### src/rtl/sort_stream_ctrl.sv
// sort_stream_ctrl
// ----------------
// Streaming front-end and sole master of the 8-entry, 8-bit selection-sort
// engine. A frame of eight bytes is taken from the input stream and written
// straight into the engine. The engine is then started, and the controller
// waits for it to finish while counting how long it stayed busy. The sorted
// bytes are then read back one at a time onto the output stream, with
// out_last marking the eighth byte.
//
// Build option:
//   SORT_DESCENDING_EN - when defined, the engine is read from the top address
//                        down, so the frame drains largest byte first.
//
// Ports:
//   clk, nrst         clock, asynchronous active-low reset
//   in_valid/in_ready input byte handshake, in_data carries the byte
//   out_valid/out_ready output byte handshake, out_data/out_last
//   eng_start         one-cycle engine start pulse
//   eng_wr, eng_addr, eng_datain   engine write port / address
//   eng_dataout       engine registered read data (1-cycle latency)
//   eng_ready         engine idle
//   busy              high whenever not accepting input bytes
//   sort_cycles       busy time of the engine for the last frame, saturating
//   frame_cnt         completed frames, wraps
`timescale 1ns/1ps

module sort_stream_ctrl #(
  parameter int FRAME_LEN = 8
) (
  input  logic        clk,
  input  logic        nrst,
  input  logic        in_valid,
  output logic        in_ready,
  input  logic [7:0]  in_data,
  output logic        out_valid,
  input  logic        out_ready,
  output logic [7:0]  out_data,
  output logic        out_last,
  output logic        eng_start,
  output logic        eng_wr,
  output logic [2:0]  eng_addr,
  output logic [7:0]  eng_datain,
  input  logic [7:0]  eng_dataout,
  input  logic        eng_ready,
  output logic        busy,
  output logic [7:0]  sort_cycles,
  output logic [15:0] frame_cnt
);

  typedef enum logic [2:0] {
    LOAD    = 3'd0,
    KICK    = 3'd1,
    WAIT_LO = 3'd2,
    WAIT_HI = 3'd3,
    READ    = 3'd4,
    OUT     = 3'd5
  } state_t;

  state_t      r_state;
  state_t      w_stateNext;
  logic [2:0]  r_k;
  logic [2:0]  w_kNext;
  logic [7:0]  r_sortCycles;
  logic [7:0]  w_sortNext;
  logic [15:0] r_frameCnt;
  logic [15:0] w_frameNext;
  logic        w_kLast;
  logic [2:0]  w_readAddr;

  assign w_kLast = (r_k == 3'(FRAME_LEN - 1));

  // The engine always sorts ascending; descending output is obtained by
  // walking its addresses from the top down while k still counts up, so
  // out_last keeps marking the eighth byte either way.
`ifdef SORT_DESCENDING_EN
  assign w_readAddr = 3'(FRAME_LEN - 1) - r_k;
`else
  assign w_readAddr = r_k;
`endif

  // State, byte index and the two statistics counters.
  always_ff @(posedge clk or negedge nrst) begin
    if (!nrst) begin
      r_state      <= LOAD;
      r_k          <= 3'd0;
      r_sortCycles <= 8'd0;
      r_frameCnt   <= 16'd0;
    end else begin
      r_state      <= w_stateNext;
      r_k          <= w_kNext;
      r_sortCycles <= w_sortNext;
      r_frameCnt   <= w_frameNext;
    end
  end

  // Next-state logic and all stream/engine outputs. Engine signals are
  // purely combinational so a write lands in the same cycle as the input
  // handshake that carries it.
  always_comb begin
    w_stateNext = r_state;
    w_kNext     = r_k;
    w_sortNext  = r_sortCycles;
    w_frameNext = r_frameCnt;
    in_ready    = 1'b0;
    out_valid   = 1'b0;
    out_last    = 1'b0;
    eng_start   = 1'b0;
    eng_wr      = 1'b0;
    eng_addr    = r_k;
    eng_datain  = in_data;

    case (r_state)
      LOAD: begin
        in_ready = 1'b1;
        eng_wr   = in_valid;
        if (in_valid) begin
          if (w_kLast) begin
            w_kNext     = 3'd0;
            w_stateNext = KICK;
          end else begin
            w_kNext = r_k + 3'd1;
          end
        end
      end
      KICK: begin
        eng_start   = 1'b1;
        w_sortNext  = 8'd0;
        w_stateNext = WAIT_LO;
      end
      // The engine may take a cycle to drop ready after the start pulse;
      // only a low ready here proves the sort has actually begun.
      WAIT_LO: begin
        if (!eng_ready) begin
          w_sortNext  = 8'd1;
          w_stateNext = WAIT_HI;
        end
      end
      WAIT_HI: begin
        if (eng_ready) begin
          w_stateNext = READ;
        end else if (r_sortCycles != 8'hFF) begin
          w_sortNext = r_sortCycles + 8'd1;
        end
      end
      READ: begin
        eng_addr    = w_readAddr;
        w_stateNext = OUT;
      end
      // Address stays put so the engine keeps re-reading the same entry and
      // out_data is stable while the downstream stalls.
      OUT: begin
        eng_addr  = w_readAddr;
        out_valid = 1'b1;
        out_last  = w_kLast;
        if (out_ready) begin
          if (w_kLast) begin
            w_kNext     = 3'd0;
            w_frameNext = r_frameCnt + 16'd1;
            w_stateNext = LOAD;
          end else begin
            w_kNext     = r_k + 3'd1;
            w_stateNext = READ;
          end
        end
      end
      default: begin
        w_stateNext = LOAD;
        w_kNext     = 3'd0;
      end
    endcase
  end

  assign out_data    = eng_dataout;
  assign busy        = (r_state != LOAD);
  assign sort_cycles = r_sortCycles;
  assign frame_cnt   = r_frameCnt;

endmodule

### config.mk
export PLATFORM = sky130hd
export DESIGN_NAME = sort_stream_ctrl
export DESIGN_NICKNAME = d
export VERILOG_FILES = /design/src/rtl/sort_stream_ctrl.sv
export SDC_FILE = /design/constraint.sdc
export NUM_CORES = 1
export LEC_CHECK = 0
export CORE_MARGIN = 2
export CORE_UTILIZATION = 25
export CTS_BUF_LIST = sky130_fd_sc_hd__clkbuf_4 sky130_fd_sc_hd__clkbuf_8
export CTS_CLUSTER_DIAMETER = 150
export DETAILED_ROUTE_END_ITERATION = 12
export GPL_TIMING_DRIVEN = 1
export PLACE_DENSITY = 0.51
export SYNTH_ARGS = -nofsm -noshare
export SYNTH_HDL_FRONTEND = slang
export SYNTH_SLANG_ARGS = --single-unit
### constraint.sdc
create_clock -name clk -period 2.9 [get_ports clk]
set_input_delay 0.29 -clock clk [delete_from_list [all_inputs] [get_ports clk]]
set_output_delay 0.29 -clock clk [all_outputs]
set_load 0.05 [all_outputs]
Word level (Yosys, flattened, before mapping)
Cells that the tools add are included. W data, S select, Z words.

$add $sub $neg: 3. Multipliers: 0. Divide/modulo/power cells: 0. Magnitude comparators: 0. Equality and inequality tests: 14. Shifts and indexed selects: 0. Muxes and demuxes: 20. Bitwise operators: 1. Reduce and logical (&&, ||, !) cells: 8.

Operators by type and width (count): $mux W3 (9); $mux W8 (3); $pmux W8 S3 (1); $pmux W3 S6 (1); $add A16 B1 Y16 const B (1); $ne A2 B2 Y1 const B (7); $eq A3 B3 Y1 const B (3); $pmux W3 S3 (1); $add A8 B1 Y8 const B (1); $ne A8 B8 Y1 const B (1); $eq A3 B2 Y1 const B (2); $reduce_and A3 Y1 (2); $reduce_bool A3 Y1 (2); $mux W1 (5); $reduce_and A5 Y1 (1); $reduce_and A4 Y1 (1); $reduce_or A4 Y1 (1); $add A3 B1 Y3 const B (1); $eq A3 B1 Y1 const B (1); $logic_not A3 Y1 (1); $not A1 Y1 (1).

Bits in registers: 30. Bits in latches: 0. Bits in writable memories: 0. Bits in read-only memories: 0. Input port bits: 21. Output and inout port bits: 49. Word-level logic and storage cells: 50. Memories: 0.

Depth between registers and ports, before layout
Gate-level depths: netlist (run 1).

Depth after elaboration: 4. Depth in mapped cells: 6. Gate-level depth less buffers: 6.

Worst setup path before layout (run 1)
OpenSTA, ideal clock, no wires.

Path kind: flip-flop to flip-flop. From: reg r_k[0] (netlist: eng_addr[0]). To: reg r_frameCnt[12] (netlist: frame_cnt[12]). Library setup time: 0.142 ns. Data arrival time: 1.844 ns. Data required time: 2.758 ns. Setup slack: 0.914 ns. Cell stages (with the launch flop): 7. Path buffers: 0. Clock period less this slack: 1.986 ns. Cells stage by stage: dfrtp_1 > ha_1 > ha_1 > and4_2 > nand4_4 > nand2b_4 > xnor2_1.

Word-level cells in the longest chain between the ends: 2.

Ends and longest elaborated chain: from (decl) (line 61) `logic [2:0] r_k;`; from (signal assigned) (line 90) `r_k <= w_kNext;`; $eq A3 B3 Y1 (line 70) `assign w_kLast = (r_k == 3'(FRAME_LEN - 1));`; $reduce_and A3 Y1 (no line); to (signal assigned) (line 92) `r_frameCnt <= w_frameNext;`; to (decl) (line 65) `logic [15:0] r_frameCnt;`.

No other way between the ends. A chain may end at the register's enable or synchronous reset.

Worst setup path after layout (run 1)
From: reg r_state[2]. To: out out_last.

Word-level cells in the longest chain between the ends: 2.

Ends and longest elaborated chain: from (decl) (line 59) `state_t r_state;`; from (signal assigned) (line 89) `r_state <= w_stateNext;`; $eq A3 B3 Y1 (line 112) `case (r_state)`; $mux W1 (line 112); to (decl) (line 38) `output logic out_last,`.

No other way between the ends.

==> results of run 1 <==
stage by stage:
| step | total power (W) | cell area, µm² |
|---|---|---|
| final | 0.00164 | 2250 |
| after global routing | 0.00174 | 2250 |
| after CTS | 0.00166 | 2250 |
| after detailed placement | 0.00129 | 2160 |
| after global placement | 0.00128 | 2160 |
| after floorplan | 0.00117 | 1810 |
critical path, cell delays in order, from the launching register on:
cell	delay (ps)
dfrtp_1	560
and3b_1	450
and2_1	180
clkdlybuf4s50_1	800
worst paths after layout:
kind | from | end | slack [ps] | depth (start not counted)
worst max-delay path | r_state[2] | out_last | 350 | 3
worst min-delay path | nrst | sort_cycles[1] | 410 | 2
worst max register to register | eng_addr[0] | frame_cnt[12] | 1170 | 6
worst min register to register | frame_cnt[15] | frame_cnt[15] | 470 | 1
max in group asynchronous | nrst | frame_cnt[2] | 2190 | 2
min in group clk | frame_cnt[15] | frame_cnt[15] | 470 | 1
layout make-up:
cell class	instances	area (µm²)
inverters	4	15.0
clock inverters	1	5.00
clock buffers	7	90.1
well taps	99	124
repair buffers	40	393
fillers	768	4880
multi-input cells	110	876
flip-flops and latches	30	751
synth_stat cells, drive strengths merged (2+ instances only):
cell / instances
o21ai: 3
and2: 3
nand3: 7
a21oi: 7
a32o: 2
nor2: 10
a21o: 4
dfrtp: 30
xor2: 4
nand2: 11
and4: 4
a31oi: 7
ha: 4
nor3: 3
nand4: 6
a2bb2oi: 2
buf: 20
inv: 4
and3: 6
xnor2: 11
mux2: 3
power by group:
part / switching [W] / internal, W / leakage [nW]
combinational: 0.000458 / 0.000275 / 0.524
sequential: 0.0000757 / 0.000467 / 0.406
clock: 0.000159 / 0.000201 / 0.0517
total: 0.000693 / 0.000944 / 0.981
layer usage:
layer / routed length [µm] / GRT usage, % / part of all wire (%)
met3: 233 / 3.42 / 6.2
met1: 1890 / 14.0 / 50
met4: 10 / 2.17 / 0.27
met2: 1630 / 14.7 / 43
met5: 0 / 0 / 0
cell families (layout without fill, tap and decap cells):
| logic type | Yosys count | count (layout) |
|---|---|---|
| muxes | 4 | 4 |
| DFF | 30 | 30 |
| adders and majority gates | 4 | 4 |
| AOI/OAI and AO/OA | 31 | 31 |
| and+or+nand+nor | 56 | 56 |
| xor gates and xnor gates | 15 | 15 |
| buffers and inverters | 25 | 52 |
registers in the layout, summed over array words and instances (netlist names):
name         flops
sort_cycles      8
frame_cnt       16
r_state          3
eng_addr         3
==> out/summary.txt, run 1 <==
status = complete, no violations
sequential fraction of the synthesis area = 41.5%
Clock Skew = 6.00 ps
Synth Area in Compound Gates = 13.1%
Post-synth EDFFs = 0
IO Port Bufs = 37
antenna violations before repair = 0
largest cells by area after synthesis = dfrtp_1 41%, buf_4 6.6%, xnor2_1 5.3%
clk slew on worst S/H paths = 70 ps
mux contribution to synthesized area = 2.63%
non-filler instance count after layout = 291
CTS Buf Count = 5
Syn-to-layout area delta = 24.5%
Leakage = 0.981 nW
P per Cell Area = 726 mW/mm²
Synth area leader = dfrtp_1
fmax = 392 MHz
actual slew at the worst max-slew pin = 513 ps
1st-iter DRT viols = 44
CP Max Fanout = 10
grt ovf = 0
crit path DAT = 2260 ps
Worst slew margin = 65.7%
nets@finish = 216
Synth top area share = 41.5%
Yosys cell types = 48
Via density = 4.41
Cells after Synth = 165
Required @ worst endpoint = 2610 ps
most frequent cells in the layout = 37 x clkdlybuf4s50_1, 30 x dfrtp_1, 11 x nand2_1, 11 x xnor2_1, 9 x nor2_1
critical path endpoint category = output port
layout cells sized above 1 = 17.2%
hold_ws = 410 ps
ant diodes = 0
Setup Buffers After CTS = 0
final wirelength = 3760 µm
post-route ant nets = 0
Layout Utilization = 31.6%
max cap viols = 0
endpoints failing setup = 0
TNS Setup = 0 ps
CORE AREA = 0.00714 mm²
CTS tree = yes
largest family of logic cells by synthesized area = simple AND/OR/NAND/NOR gates
Root Driver = clkbuf_8
gr usage total = 9.91%
Place WS = 670 ps
Worst VDD drop = 439 µV
DP HPWL = 2690 µm
Hold-fix buffers, CTS = 0
Post-Synth Adder-Cell Area = 2.76%
Post-Synth Simple-Gate Area = 22.6%
DIE AREA = 0.00794 mm²
Die W = 89.1 µm
Yosys warning total = 0
WS Path Type = reg -> out
clk buf depth = 2
setup slack after layout = 351 ps
largest net degree at the start of global routing = 31
Syn Nets = 190
Sink Count = 30
GP Congestion = 0.719
starting density of the core = 25.4%
commonest non-fill, non-tap cell in the layout = clkdlybuf4s50_1
Final Cycle Share = 87.9%
#FFs+latches synth = 30
# rows = 31
first-pass GRT wire length = 6180 µm
post-route minimum period = 2550 ps
Max Slew Vio Count = 0
DRT Pass-1 Iters = 2
CTS HTree Levels = 2
vias in the first global route = 1,237
DRC = 0
mapped cell area = 0.00181 mm²
post-synthesis async set-or-reset flop share = 100%
# placed instances = 283
Syn Area/Cell = 11.0 µm²
io pins = 70
Hold Violations, Final = 0
post-cts sizing count = 0
via count = 1,282
Wirelength per Cell = 12.9 µm
Post-Synth XOR/XNOR Area = 7.26%
Synth Flop Type = dfrtp_1
die height = 89.1 µm
crit path launch type = flip-flop
RSZ-0062 raised after global routing = false
Clock Latency Late Sink = 270 ps
Hold WC Path Type = in -> async
Power figures use the tool's default switching activity.
==> inputs of run 2 (changes only) <==
--- a/config.mk
+++ b/config.mk
@@ -5,13 +5,15 @@
 export SDC_FILE = /design/constraint.sdc
 export NUM_CORES = 1
 export LEC_CHECK = 0
+export CELL_PAD_IN_SITES_DETAIL_PLACEMENT = 1
+export CELL_PAD_IN_SITES_GLOBAL_PLACEMENT = 1
 export CORE_MARGIN = 2
 export CORE_UTILIZATION = 25
 export CTS_BUF_LIST = sky130_fd_sc_hd__clkbuf_4 sky130_fd_sc_hd__clkbuf_8
 export CTS_CLUSTER_DIAMETER = 150
 export DETAILED_ROUTE_END_ITERATION = 12
 export GPL_TIMING_DRIVEN = 1
-export PLACE_DENSITY = 0.51
+export PLACE_DENSITY = 0.63
 export SYNTH_ARGS = -nofsm -noshare
 export SYNTH_HDL_FRONTEND = slang
 export SYNTH_SLANG_ARGS = --single-unit
==> out/summary.txt, run 2 (same netlist as run 1, synthesis figures left out) <==
status = complete, no violations (unchanged)
crit path DAT = 2250 ps (was 2260 ps)
Root Driver = clkbuf_8 (unchanged)
max cap viols = 0 (unchanged)
Via density = 4.44 (was 4.41)
CTS HTree Levels = 2 (unchanged)
Required @ worst endpoint = 2610 ps (about the same)
crit path launch type = flip-flop (unchanged)
Place WS = 652 ps (was 670 ps)
Worst VDD drop = 527 µV (was 439 µV)
DP HPWL = 2920 µm (was 2690 µm)
post-cts sizing count = 0 (unchanged)
CTS tree = yes (unchanged)
Wirelength per Cell = 13.7 µm (was 12.9 µm)
via count = 1,288 (was 1,282)
non-filler instance count after layout = 290 (was 291)
ant diodes = 0 (unchanged)
critical path endpoint category = output port (unchanged)
grt ovf = 0 (unchanged)
fin area = 0.00227 mm² (was 0.00225 mm²)
Setup Buffers After CTS = 0 (unchanged)
layout cells sized above 1 = 16.8% (was 17.2%)
DRC = 0 (unchanged)
Leakage = 0.987 nW (was 0.981 nW)
post-route minimum period = 2540 ps (was 2550 ps)
first-pass GRT wire length = 6670 µm (was 6180 µm)
WS Path Type = reg -> out (unchanged)
max reg flops = 16 (unchanged)
Comb pwr share = 43.1% (was 44.8%)
Hold WC Path Type = in -> async (unchanged)
Die W = 89.1 µm (unchanged)
placed cell area = 0.00216 mm² (unchanged)
1st-iter DRT viols = 23 (was 44)
commonest non-fill, non-tap cell in the layout = clkdlybuf4s50_1 (unchanged)
die height = 89.1 µm (unchanged)
starting density of the core = 25.4% (unchanged)
CORE AREA = 0.00714 mm² (unchanged)
antenna violations before repair = 0 (unchanged)
IO Port Bufs = 37 (unchanged)
FF-to-FF setup slack = 1110 ps (was 1170 ps)
final wirelength = 3970 µm (was 3760 µm)
CP Max Fanout = 10 (unchanged)
Sink Count = 30 (unchanged)
Max Slew Vio Count = 0 (unchanged)
internal cell power = 0.00102 W (was 0.000944 W)
NetSw = 0.000697 W (was 0.000693 W)
# placed instances = 283 (unchanged)
endpoints failing setup = 0 (unchanged)
DIE AREA = 0.00794 mm² (unchanged)
gr usage total = 10.9% (was 9.91%)
Worst slew margin = 65.5% (was 65.7%)
part of the power in registers = 31.4% (was 33.2%)
Final Cycle Share = 87.6% (was 87.9%)
clk slew on worst S/H paths = 70 ps (about the same)
Clock Power Share = 25.5% (was 22.0%)
Hold Violations, Final = 0 (unchanged)
post-route ant nets = 0 (unchanged)
GP Congestion = 0.691 (was 0.719)
RSZ-0062 raised after global routing = false (unchanged)
most frequent cells in the layout = 37 x clkdlybuf4s50_1, 30 x dfrtp_1, 11 x nand2_1, 11 x xnor2_1, 9 x nor2_1 (unchanged)
nets@finish = 216 (unchanged)
# rows = 31 (unchanged)
P per Cell Area = 755 mW/mm² (was 726 mW/mm²)
clk buf depth = 2 (unchanged)
largest net degree at the start of global routing = 31 (unchanged)
DRT Pass-1 Iters = 4 (was 2)
Clock Latency Late Sink = 280 ps (was 270 ps)
vias in the first global route = 1,382 (was 1,237)
Clock Skew = 7.57 ps (was 6.00 ps)
CTS Buf Count = 5 (unchanged)
Hold-fix buffers, CTS = 0 (unchanged)
switch share = 40.6% (was 42.3%)
Total Power = 0.00172 W (was 0.00164 W)
fmax = 394 MHz (was 392 MHz)
TNS Setup = 0 ps (unchanged)
Syn-to-layout area delta = 25.4% (was 24.5%)
actual slew at the worst max-slew pin = 517 ps (was 513 ps)
io pins = 70 (unchanged)
setup slack after layout = 359 ps (was 351 ps)
[run 2: power groups by stage]
stage	sequential (W)	combinational [W]	clock, W
after floorplan	0.000625	0.000543	0
after global placement	0.000543	0.000745	0
after detailed placement	0.000548	0.000753	0
after CTS	0.000540	0.000756	0.000452
after global routing	0.000551	0.000800	0.000470
final	0.000539	0.000740	0.000437
[run 2: layout make-up]
class / instances / area, µm²
Inverter: 4 / 15.0
Multi-Input combinational cell: 110 / 876
Fill cell: 818 / 4870
Timing Repair Buffer: 40 / 393
Clock buffer: 6 / 82.6
Clock inverter: 1 / 30.0
Tap cell: 99 / 124
Sequential cell: 30 / 751
[run 2: path summary, 6_finish.rpt]
path,start,endpoint,cells after the start
worst max-delay path,r_state[2],out_last,3
worst min-delay path,nrst,sort_cycles[4],2
worst max register to register,eng_addr[0],frame_cnt[12],6
worst min register to register,frame_cnt[15],frame_cnt[15],1
max in group asynchronous,nrst,frame_cnt[2],2
min in group clk,frame_cnt[15],frame_cnt[15],1
[run 2: through the flow]
| stage | hold WS, ps | utilization [%] |
|---|---|---|
| 6_report | 406 | 31.8 |
| 5_1_grt | 436 | 31.8 |
| 4_1_cts | 420 | 31.8 |
| 3_5_place_dp | 476 | 30.2 |
| 3_3_place_gp | 463 | 30.2 |
| 2_1_floorplan | -5.59 | - |
[run 2: layer usage]
| layer | share of wire (%) | track usage, % | vias to the layer above |
|---|---|---|---|
| li1 | - | - | 627 |
| met3 | 4.1 | 3.42 | 8 |
| met5 | 0 | 0 | - |
| met2 | 46 | 16.9 | 27 |
| met1 | 49 | 14.4 | 626 |
| met4 | 1.2 | 4.07 | 0 |
[run 2: worst max-delay path, cell delays in order (launching register included)]
cell and delay [ps]:
dfrtp_1 560, and3b_1 430, and2_1 180, clkdlybuf4s50_1 790
